$ cat src/rtl/axi_mem_mon_pkg.sv
// Shared types and the beat-address helper for the AXI write-channel monitor.
// The entry structs are sized by the default bus widths used throughout the testbed.
package axi_mem_mon_pkg;

  localparam int ADDR_W = 64;
  localparam int DATA_W = 64;
  localparam int ID_W   = 10;
  localparam int TS_W   = 32;
  localparam int STRB_W = DATA_W / 8;

  localparam logic [ADDR_W-1:0] ADDR_ONE = 1;

  localparam logic [1:0] BURST_FIXED = 2'd0;
  localparam logic [1:0] BURST_INCR  = 2'd1;
  localparam logic [1:0] BURST_WRAP  = 2'd2;

  typedef struct packed {
    logic [ID_W-1:0]   id;
    logic [ADDR_W-1:0] addr;
    logic [7:0]        len;
    logic [2:0]        size;
    logic [1:0]        burst;
  } aw_entry_t;

  typedef struct packed {
    logic [DATA_W-1:0] data;
    logic [STRB_W-1:0] strb;
    logic              last;
    logic [TS_W-1:0]   ts;
  } w_entry_t;

  // WRAP assumes a legal AXI wrap length (2/4/8/16 beats), so the modulo is a mask.
  function automatic logic [ADDR_W-1:0] beat_addr(
    input logic [ADDR_W-1:0] start,
    input logic [7:0]        len,
    input logic [2:0]        size,
    input logic [1:0]        burst,
    input logic [7:0]        n
  );
    logic [ADDR_W-1:0] bytes;
    logic [ADDR_W-1:0] step;
    logic [ADDR_W-1:0] wrap_len;
    logic [ADDR_W-1:0] base;
    bytes    = ADDR_ONE << size;
    step     = ADDR_W'(n) << size;
    wrap_len = ADDR_W'({1'b0, len} + 9'd1) << size;
    base     = start & ~(wrap_len - ADDR_ONE);
    case (burst)
      BURST_FIXED: beat_addr = start;
      BURST_WRAP:  beat_addr = base + ((start + step) & (wrap_len - ADDR_ONE));
      default:     beat_addr = (n == 8'd0) ? start : (start & ~(bytes - ADDR_ONE)) + step;
    endcase
  endfunction

endpackage

$ cat src/rtl/mon_fifo.sv
// Small synchronous FIFO with async active-high reset; a push into a full FIFO
// is accepted only when a pop happens in the same cycle.
module mon_fifo #(
  parameter int WIDTH = 8,
  parameter int DEPTH = 4
) (
  input  logic             clk,
  input  logic             rst,
  input  logic             push,
  input  logic [WIDTH-1:0] push_data,
  input  logic             pop,
  output logic [WIDTH-1:0] pop_data,
  output logic             full,
  output logic             empty
);

  localparam int PTR_W = $clog2(DEPTH);
  localparam logic [PTR_W:0]   CNT_ONE  = 1;
  localparam logic [PTR_W:0]   CNT_FULL = DEPTH;
  localparam logic [PTR_W-1:0] PTR_ONE  = 1;

  logic [WIDTH-1:0] mem [DEPTH];
  logic [PTR_W-1:0] wr_ptr;
  logic [PTR_W-1:0] rd_ptr;
  logic [PTR_W:0]   count;
  logic             do_push;
  logic             do_pop;

  assign full     = (count == CNT_FULL);
  assign empty    = (count == '0);
  assign do_pop   = pop & ~empty;
  assign do_push  = push & (~full | do_pop);
  assign pop_data = mem[rd_ptr];

  always_ff @(posedge clk) begin
    if (do_push) mem[wr_ptr] <= push_data;
  end

  always_ff @(posedge clk or posedge rst) begin
    if (rst) begin
      wr_ptr <= '0;
      rd_ptr <= '0;
      count  <= '0;
    end else begin
      if (do_push) wr_ptr <= wr_ptr + PTR_ONE;
      if (do_pop)  rd_ptr <= rd_ptr + PTR_ONE;
      case ({do_push, do_pop})
        2'b10:   count <= count + CNT_ONE;
        2'b01:   count <= count - CNT_ONE;
        default: count <= count;
      endcase
    end
  end

endmodule

$ cat src/rtl/axi_mem_write_monitor.sv
// Passive AXI AW/W observer: pairs each W beat with its burst and streams one
// commit record per beat (id, beat address, data, strb, last, timestamp).
module axi_mem_write_monitor
  import axi_mem_mon_pkg::*;
#(
  parameter int AXI_ADDR_WIDTH = ADDR_W,
  parameter int AXI_DATA_WIDTH = DATA_W,
  parameter int AXI_ID_WIDTH   = ID_W,
  parameter int AW_DEPTH       = 8,
  parameter int W_DEPTH        = 16,
  parameter int TS_WIDTH       = TS_W
) (
  input  logic                        clk_i,
  input  logic                        rst_i,
  input  logic                        aw_valid_i,
  input  logic                        aw_ready_i,
  input  logic [AXI_ID_WIDTH-1:0]     aw_id_i,
  input  logic [AXI_ADDR_WIDTH-1:0]   aw_addr_i,
  input  logic [7:0]                  aw_len_i,
  input  logic [2:0]                  aw_size_i,
  input  logic [1:0]                  aw_burst_i,
  input  logic                        w_valid_i,
  input  logic                        w_ready_i,
  input  logic [AXI_DATA_WIDTH-1:0]   w_data_i,
  input  logic [AXI_DATA_WIDTH/8-1:0] w_strb_i,
  input  logic                        w_last_i,
  output logic                        rec_valid_o,
  input  logic                        rec_ready_i,
  output logic [AXI_ID_WIDTH-1:0]     rec_id_o,
  output logic [AXI_ADDR_WIDTH-1:0]   rec_addr_o,
  output logic [AXI_DATA_WIDTH-1:0]   rec_data_o,
  output logic [AXI_DATA_WIDTH/8-1:0] rec_strb_o,
  output logic                        rec_last_o,
  output logic [TS_WIDTH-1:0]         rec_ts_o,
  output logic                        err_overflow_o,
  output logic                        err_last_o
);

  localparam int AW_BITS = $bits(aw_entry_t);
  localparam int W_BITS  = $bits(w_entry_t);
  localparam logic [TS_WIDTH-1:0] TS_ONE = 1;

  logic [TS_WIDTH-1:0] ts_q;
  logic [7:0]          beat_q;
  logic                err_overflow_q;
  logic                err_last_q;

  aw_entry_t          aw_in;
  aw_entry_t          aw_head;
  w_entry_t           w_in;
  w_entry_t           w_head;
  logic [AW_BITS-1:0] aw_head_bits;
  logic [W_BITS-1:0]  w_head_bits;

  logic aw_push, aw_pop, aw_full, aw_empty;
  logic w_push, w_pop, w_full, w_empty;
  logic pair_valid, fire, at_last, overflow;

  assign aw_push = aw_valid_i & aw_ready_i;
  assign w_push  = w_valid_i & w_ready_i;
  assign aw_in   = '{id: aw_id_i, addr: aw_addr_i, len: aw_len_i, size: aw_size_i, burst: aw_burst_i};
  assign w_in    = '{data: w_data_i, strb: w_strb_i, last: w_last_i, ts: ts_q};
  assign aw_head = aw_entry_t'(aw_head_bits);
  assign w_head  = w_entry_t'(w_head_bits);

  mon_fifo #(.WIDTH(AW_BITS), .DEPTH(AW_DEPTH)) u_aw_fifo (
    .clk(clk_i), .rst(rst_i), .push(aw_push), .push_data(aw_in), .pop(aw_pop),
    .pop_data(aw_head_bits), .full(aw_full), .empty(aw_empty)
  );

  mon_fifo #(.WIDTH(W_BITS), .DEPTH(W_DEPTH)) u_w_fifo (
    .clk(clk_i), .rst(rst_i), .push(w_push), .push_data(w_in), .pop(w_pop),
    .pop_data(w_head_bits), .full(w_full), .empty(w_empty)
  );

  // Burst progress is tracked by the counter; w_last is only cross-checked.
  assign pair_valid = ~aw_empty & ~w_empty;
  assign fire       = pair_valid & rec_ready_i;
  assign at_last    = (beat_q == aw_head.len);
  assign w_pop      = fire;
  assign aw_pop     = fire & at_last;
  assign overflow   = (aw_push & aw_full & ~aw_pop) | (w_push & w_full & ~w_pop);

  always_ff @(posedge clk_i or posedge rst_i) begin
    if (rst_i) begin
      ts_q           <= '0;
      beat_q         <= '0;
      err_overflow_q <= 1'b0;
      err_last_q     <= 1'b0;
    end else begin
      ts_q <= ts_q + TS_ONE;
      if (fire) beat_q <= at_last ? 8'd0 : beat_q + 8'd1;
      if (overflow) err_overflow_q <= 1'b1;
      if (fire && (w_head.last != at_last)) err_last_q <= 1'b1;
    end
  end

  // Record fields read as zero whenever no pair is available.
  assign rec_valid_o    = pair_valid;
  assign rec_id_o       = pair_valid ? aw_head.id : '0;
  assign rec_addr_o     = pair_valid ? beat_addr(aw_head.addr, aw_head.len, aw_head.size,
                                                 aw_head.burst, beat_q) : '0;
  assign rec_data_o     = pair_valid ? w_head.data : '0;
  assign rec_strb_o     = pair_valid ? w_head.strb : '0;
  assign rec_last_o     = pair_valid & w_head.last;
  assign rec_ts_o       = pair_valid ? w_head.ts : '0;
  assign err_overflow_o = err_overflow_q;
  assign err_last_o     = err_last_q;

endmodule

$ cat config.mk
export PLATFORM = sky130hd
export DESIGN_NAME = axi_mem_write_monitor
export DESIGN_NICKNAME = d
export VERILOG_FILES = /design/src/rtl/axi_mem_mon_pkg.sv /design/src/rtl/mon_fifo.sv /design/src/rtl/axi_mem_write_monitor.sv
export SDC_FILE = /design/constraint.sdc
export NUM_CORES = 2
export LEC_CHECK = 0
export CORE_MARGIN = 1
export CORE_UTILIZATION = 45
export DETAILED_ROUTE_END_ITERATION = 8
export GPL_TIMING_DRIVEN = 0
export PLACE_DENSITY = 0.58
export SLEW_MARGIN = 20
export SYNTH_ARGS = -nofsm -noshare
export SYNTH_HDL_FRONTEND = slang
export SYNTH_SLANG_ARGS = --single-unit
$ cat constraint.sdc
create_clock -name clk_i -period 20.7 [get_ports clk_i]
set_input_delay 2.07 -clock clk_i [delete_from_list [all_inputs] [get_ports clk_i]]
set_output_delay 2.07 -clock clk_i [all_outputs]
set_load 0.1 [all_outputs]
==> flow_results.org <==
** Route
- Detailed Route WL :: about 290000 um
- Routed Antenna Nets :: 0
- Overall via count from detail_route :: about 55000
- Detailed-routing iteration count for the pre-antenna-repair pass :: 9
- Total DRC errors in the routed layout :: between 90 and 100
- Post-detailed-route wirelength per cell :: roughly 31 um
- In the routed layout, each cell is associated on average with a via count of roughly 6.
- The first routing iteration left around 5900 violations.

** Global route
- Overall Global Routing Usage :: between 20 and 30%
- The total overflow left after global routing is 0.
- Entering global routing, the biggest net connects 48 pins.
- Via count of the first global-routing pass :: between 50000 and 60000
- Antenna violations before repair :: 24
- Wire length of the first global-routing pass :: slightly above 400000 um

** Critical path
- For the worst setup path, the data arrival time is between 10000 and 15000 ps.
- The critical path is of the reg2out type.
- The startpoint identified for the worst register-to-register timing path is u_aw_fifo.rd_ptr[0]$_DFFE_PP0P_.
- Maximum fanout encountered on the critical timing path :: 10
- Counting stages on the worst path, the most repeated cell is sky130_fd_sc_hd__buf_4.
- Reg2Reg Capture Point :: u_aw_fifo.mem[0][32]$_DFFE_PP_
- Worst path max stage delay :: about 1300 ps
- Measured in cells, the most critical reg-to-reg path has a length of 23.
- The most critical setup path has its startpoint at u_aw_fifo.rd_ptr[0]$_DFFE_PP0P_.
- Category of the worst setup path launch point :: flop
- On the critical path, the stage with the largest delay is an instance of sky130_fd_sc_hd__clkdlybuf4s50_1.
- At the worst endpoint, the required time is approximately 19000 ps.
- Top cell family by delay on the critical path :: buffers and inverters
- STA classifies the critical path endpoint as an output pin.
- In this run the worst setup path terminates at rec_addr_o[38].
- Number of buffer and inverter stages on the critical path :: 17
- The setup check on the worst reg-to-reg path leaves a slack of around 14000 ps.
- Number of logic stages on the critical path including buffering :: 36

** STA
- Relative max-transition margin :: about 16%
- The worst path in the final design needs a cycle of about 17000 ps, including I/O delays and setup.
- Setup violations remaining at the end of the flow were counted as 0.
- Across the routed clock network, the largest skew measured is a little under 90 ps.
- Hold Vio Cnt, Final :: 0
- For the pin with the worst max-slew slack, the measured transition is 1260 ps.
- Setup repair after global routing left no endpoint under its margin.
- After routing, the total negative slack on setup checks comes to 0 ps.
- Peak clock frequency supported by timing :: ~0.059 GHz
- Post-route fraction of the period consumed by the critical path :: 81.7%
- The count of pins over their slew limit was 0.

** Power and ir drop
- Dividing total power by cell area gives a power density of between 100 and 150 mW/mm^2.
- The design draws 17.5 mW.
- Summed over all cells, the static leakage comes to 37.9 nW.
- VDD sags by at most 0.219 mV.

** Synth
- The Yosys step of the flow raised 0 warnings.
- After Yosys synthesis, full adders, half adders and majority gates account for less than 1% of the synthesized area.
- Share of the synthesized netlist area taken by xor and xnor gates :: under 10%
- Synthesized area divided by synthesized cell count :: slightly below 20 um^2
- In the synthesized netlist, the number of instances is ~5300.
- The number of different library cells used by synthesis comes to just under 100.
- Synth Flop Type :: sky130_fd_sc_hd__edfxtp_1
- Compound-cell area share of the yosys netlist :: 2.91%
- Post-synthesis instance area :: just over 0.1 mm^2
- The synthesized design contains 2441 register bits.
- After synthesis, the largest area contributor takes up 70.1% of total cell area.
- Of all cell types, the one taking the most synthesized area is sky130_fd_sc_hd__edfxtp_1.
- Sequential cells were found to cover 71.7% of the synthesized design area.
- Main combinational cell family by area after synthesis :: multiplexers
- Mapped Nets :: approximately 5500
- Top area cells in the synthesized netlist :: sky130_fd_sc_hd__edfxtp_1 (70%), sky130_fd_sc_hd__mux4_2 (15%), sky130_fd_sc_hd__dfrtp_1 (1.6%), sky130_fd_sc_hd__xnor2_1 (1.1%), sky130_fd_sc_hd__nand2_1 (0.95%)
- Count of flip-flops with a built-in enable after synthesis :: 2376
- Counting flops with an async set or reset pin after synthesis yields a share of around 2.7%.
- The portion of synthesized area spent on multiplexers is 16.5%.
- The synthesized netlist devotes between 4 and 5% of its cell area to simple gates.

** Die
- The floorplan step defined a core boundary enclosing roughly 0.22 mm^2.
- Initial standard-cell utilization of the core :: 45.3%
- Die Span Y :: around 480 um
- Pin placement for this block handled between 300 and 400 I/O pins.
- After floorplanning, the core was divided into 174 placement rows.
- Area of the die :: ~0.23 mm^2
- The floorplan step set the die width to 478 um.

** Clock tree
- CTS buffer count :: 278
- Clock slew seen by the registers of the worst setup and hold paths :: roughly 60 ps
- Hold-fix buffer count after cts :: 0
- CTS sink cnt :: ~2400
- CTS placed an instance of sky130_fd_sc_hd__clkbuf_16 at the clock tree root.
- TritonCTS built the clock tree.
- Buffer depth of the longest clock path :: 4
- The number of setup buffers added after CTS is 0.
- Post-CTS Resized :: 0
- At the later pin of the worst-skew pair, clock insertion delay measures 930 ps.
- In this run the number of H-tree levels came out at 5.

** Worst hold path
- HP Class :: reg2reg

** Job
- Max-cap viol count :: 0

** Cells and area
- At the end of the flow, the number of nets in the layout was between 6000 and 7000.
- Commonest cells after routing, fill and taps aside :: sky130_fd_sc_hd__edfxtp_1 (2376), sky130_fd_sc_hd__mux4_2 (696), sky130_fd_sc_hd__clkdlybuf4s50_1 (344)
- Leading cell type in the layout, fill and taps excluded :: sky130_fd_sc_hd__edfxtp_1
- Summing all multi-input logic gate instances after layout gives about 0.028 mm^2.
- Of the cells placed in the final design, the portion with a size suffix greater than 1 is ~22%.
- Relative to the synthesized area, the layout overhead comes to 17.9%.
- Leaving out filler cells and counting taps, the final layout contains a little over 9000.
- Fillers :: around 18000
- Registers take between 0.07 and 0.08 mm^2.

** Placement
- Detailed placer's ending HPWL :: ~190000 um
- The congestion estimate from routability-driven global placement came to between 0.9 and 1.
- Once placement completed, the tool counted placed cells totaling slightly below 9000.
- Number of port buffers :: ~350

** Status
- Violations in the final reports :: DRC
- Status :: complete, but fails checks
## synthesized netlist by cell type, types with 17 or more instances
library cell and n:
sky130_fd_sc_hd__ha_1 60, sky130_fd_sc_hd__dfrtp_1 65, sky130_fd_sc_hd__or3_1 25, sky130_fd_sc_hd__mux2i_1 88, sky130_fd_sc_hd__or2_2 24, sky130_fd_sc_hd__nor3_1 74
sky130_fd_sc_hd__nand3_1 88, sky130_fd_sc_hd__a31oi_1 22, sky130_fd_sc_hd__buf_2 25, sky130_fd_sc_hd__a21oi_1 132, sky130_fd_sc_hd__clkbuf_1 147, sky130_fd_sc_hd__o21ai_0 91
sky130_fd_sc_hd__a211oi_1 18, sky130_fd_sc_hd__buf_1 56, sky130_fd_sc_hd__nor2_1 206, sky130_fd_sc_hd__nor4_1 27, sky130_fd_sc_hd__nand2b_1 19, sky130_fd_sc_hd__xor2_1 76
sky130_fd_sc_hd__buf_4 25, sky130_fd_sc_hd__inv_1 59, sky130_fd_sc_hd__and2_1 149, sky130_fd_sc_hd__mux4_2 696, sky130_fd_sc_hd__a21o_1 17, sky130_fd_sc_hd__o31ai_1 17
sky130_fd_sc_hd__and3_1 31, sky130_fd_sc_hd__edfxtp_1 2376, sky130_fd_sc_hd__nand2_1 258, sky130_fd_sc_hd__xnor2_1 126, sky130_fd_sc_hd__nand4_1 42
## where the power goes
| group | internal (mW) | switching (mW) | total, mW |
|---|---|---|---|
| Sequential | 5.73 | 0.0766 | 5.80 |
| Clock | 2.71 | 1.89 | 4.60 |
| Combinational | 2.16 | 4.93 | 7.09 |
## sequential cells by signal, indices dropped and copies added, names as in the netlist
signal            cells
u_w_fifo.wr_ptr       4
u_aw_fifo.mem       696
u_aw_fifo.count       4
u_aw_fifo.rd_ptr      3
err_overflow_o        1
err_last_o            1
u_w_fifo.mem       1680
u_w_fifo.count        5
u_aw_fifo.wr_ptr      3
beat_q                8
u_w_fifo.rd_ptr       4
ts_q                 32
## cell families after synthesis
group,after synthesis
buf+inv,321
mux,802
other cells,1
simple gates,1002
xor+xnor,202
flops,2441
fa+ha+maj,64
compound gates,447
## how the worst min path moves through the flow
stage,startpoint,end,slack (ps),cells after the start
floorplan,u_w_fifo.count[4]$_DFFE_PP0P_,u_w_fifo.count[4]$_DFFE_PP0P_,460,1
CTS,err_overflow_o$_DFFE_PP0P_,err_overflow_o$_DFFE_PP0P_,480,2
detailed placement,err_overflow_o$_DFFE_PP0P_,err_overflow_o$_DFFE_PP0P_,470,2
global placement,err_overflow_o$_DFFE_PP0P_,err_overflow_o$_DFFE_PP0P_,470,2
global route,err_overflow_o$_DFFE_PP0P_,err_overflow_o$_DFFE_PP0P_,500,2
finish,err_overflow_o$_DFFE_PP0P_,err_overflow_o$_DFFE_PP0P_,480,2
## worst register-to-register path, stage by stage (launching register included)
cell	delay, ps
sky130_fd_sc_hd__dfrtp_1	370
sky130_fd_sc_hd__buf_4	200
sky130_fd_sc_hd__buf_4	300
sky130_fd_sc_hd__buf_4	360
sky130_fd_sc_hd__buf_4	380
sky130_fd_sc_hd__mux2i_1	630
sky130_fd_sc_hd__xnor2_1	140
sky130_fd_sc_hd__nor4_1	310
sky130_fd_sc_hd__nand4_1	180
sky130_fd_sc_hd__nor3_1	470
sky130_fd_sc_hd__inv_1	120
sky130_fd_sc_hd__a31oi_1	500
sky130_fd_sc_hd__nand2b_1	360
sky130_fd_sc_hd__nor3_2	410
sky130_fd_sc_hd__buf_4	280
sky130_fd_sc_hd__buf_4	240
sky130_fd_sc_hd__buf_4	220
sky130_fd_sc_hd__buf_4	220
sky130_fd_sc_hd__buf_4	220
sky130_fd_sc_hd__buf_4	220
sky130_fd_sc_hd__buf_4	210
sky130_fd_sc_hd__buf_6	170
sky130_fd_sc_hd__buf_4	200
sky130_fd_sc_hd__buf_4	180
## metrics by stage
stage / worst slack (ps) / util, % / instance area (um^2) / hold WS (ps)
6_report: 3790 / 53.4 / 120000 / 478
5_1_grt: 3160 / 53.4 / 120000 / 497
4_1_cts: 3660 / 53.3 / 120000 / 481
3_5_place_dp: 4660 / 49.6 / 112000 / 467
3_3_place_gp: 2500 / 48.5 / 109000 / 472
2_1_floorplan: 7170 / - / 102000 / 456
## layout make-up
cell class | count | area share, %
sequential | 2441 | 60.8
multi-input combinational | 2518 | 23.0
clock buffer | 357 | 6.22
timing repair buffer | 468 | 4.83
tap | 2992 | 3.12
buffer | 261 | 1.02
clock inverter | 123 | 0.787
inverter | 60 | 0.190
antenna | 18 | 0.0375
## metal layers
metal | GRT usage, % | vias to the layer above | routed length, um
met5 | 0 | - | 163
met4 | 7.85 | 24 | 9010
li1 | - | 23300 | -
met2 | 41.4 | 2071 | 141000
met1 | 34.8 | 29400 | 120000
met3 | 4.46 | 477 | 19100
(Power assumes the default switching activity.)
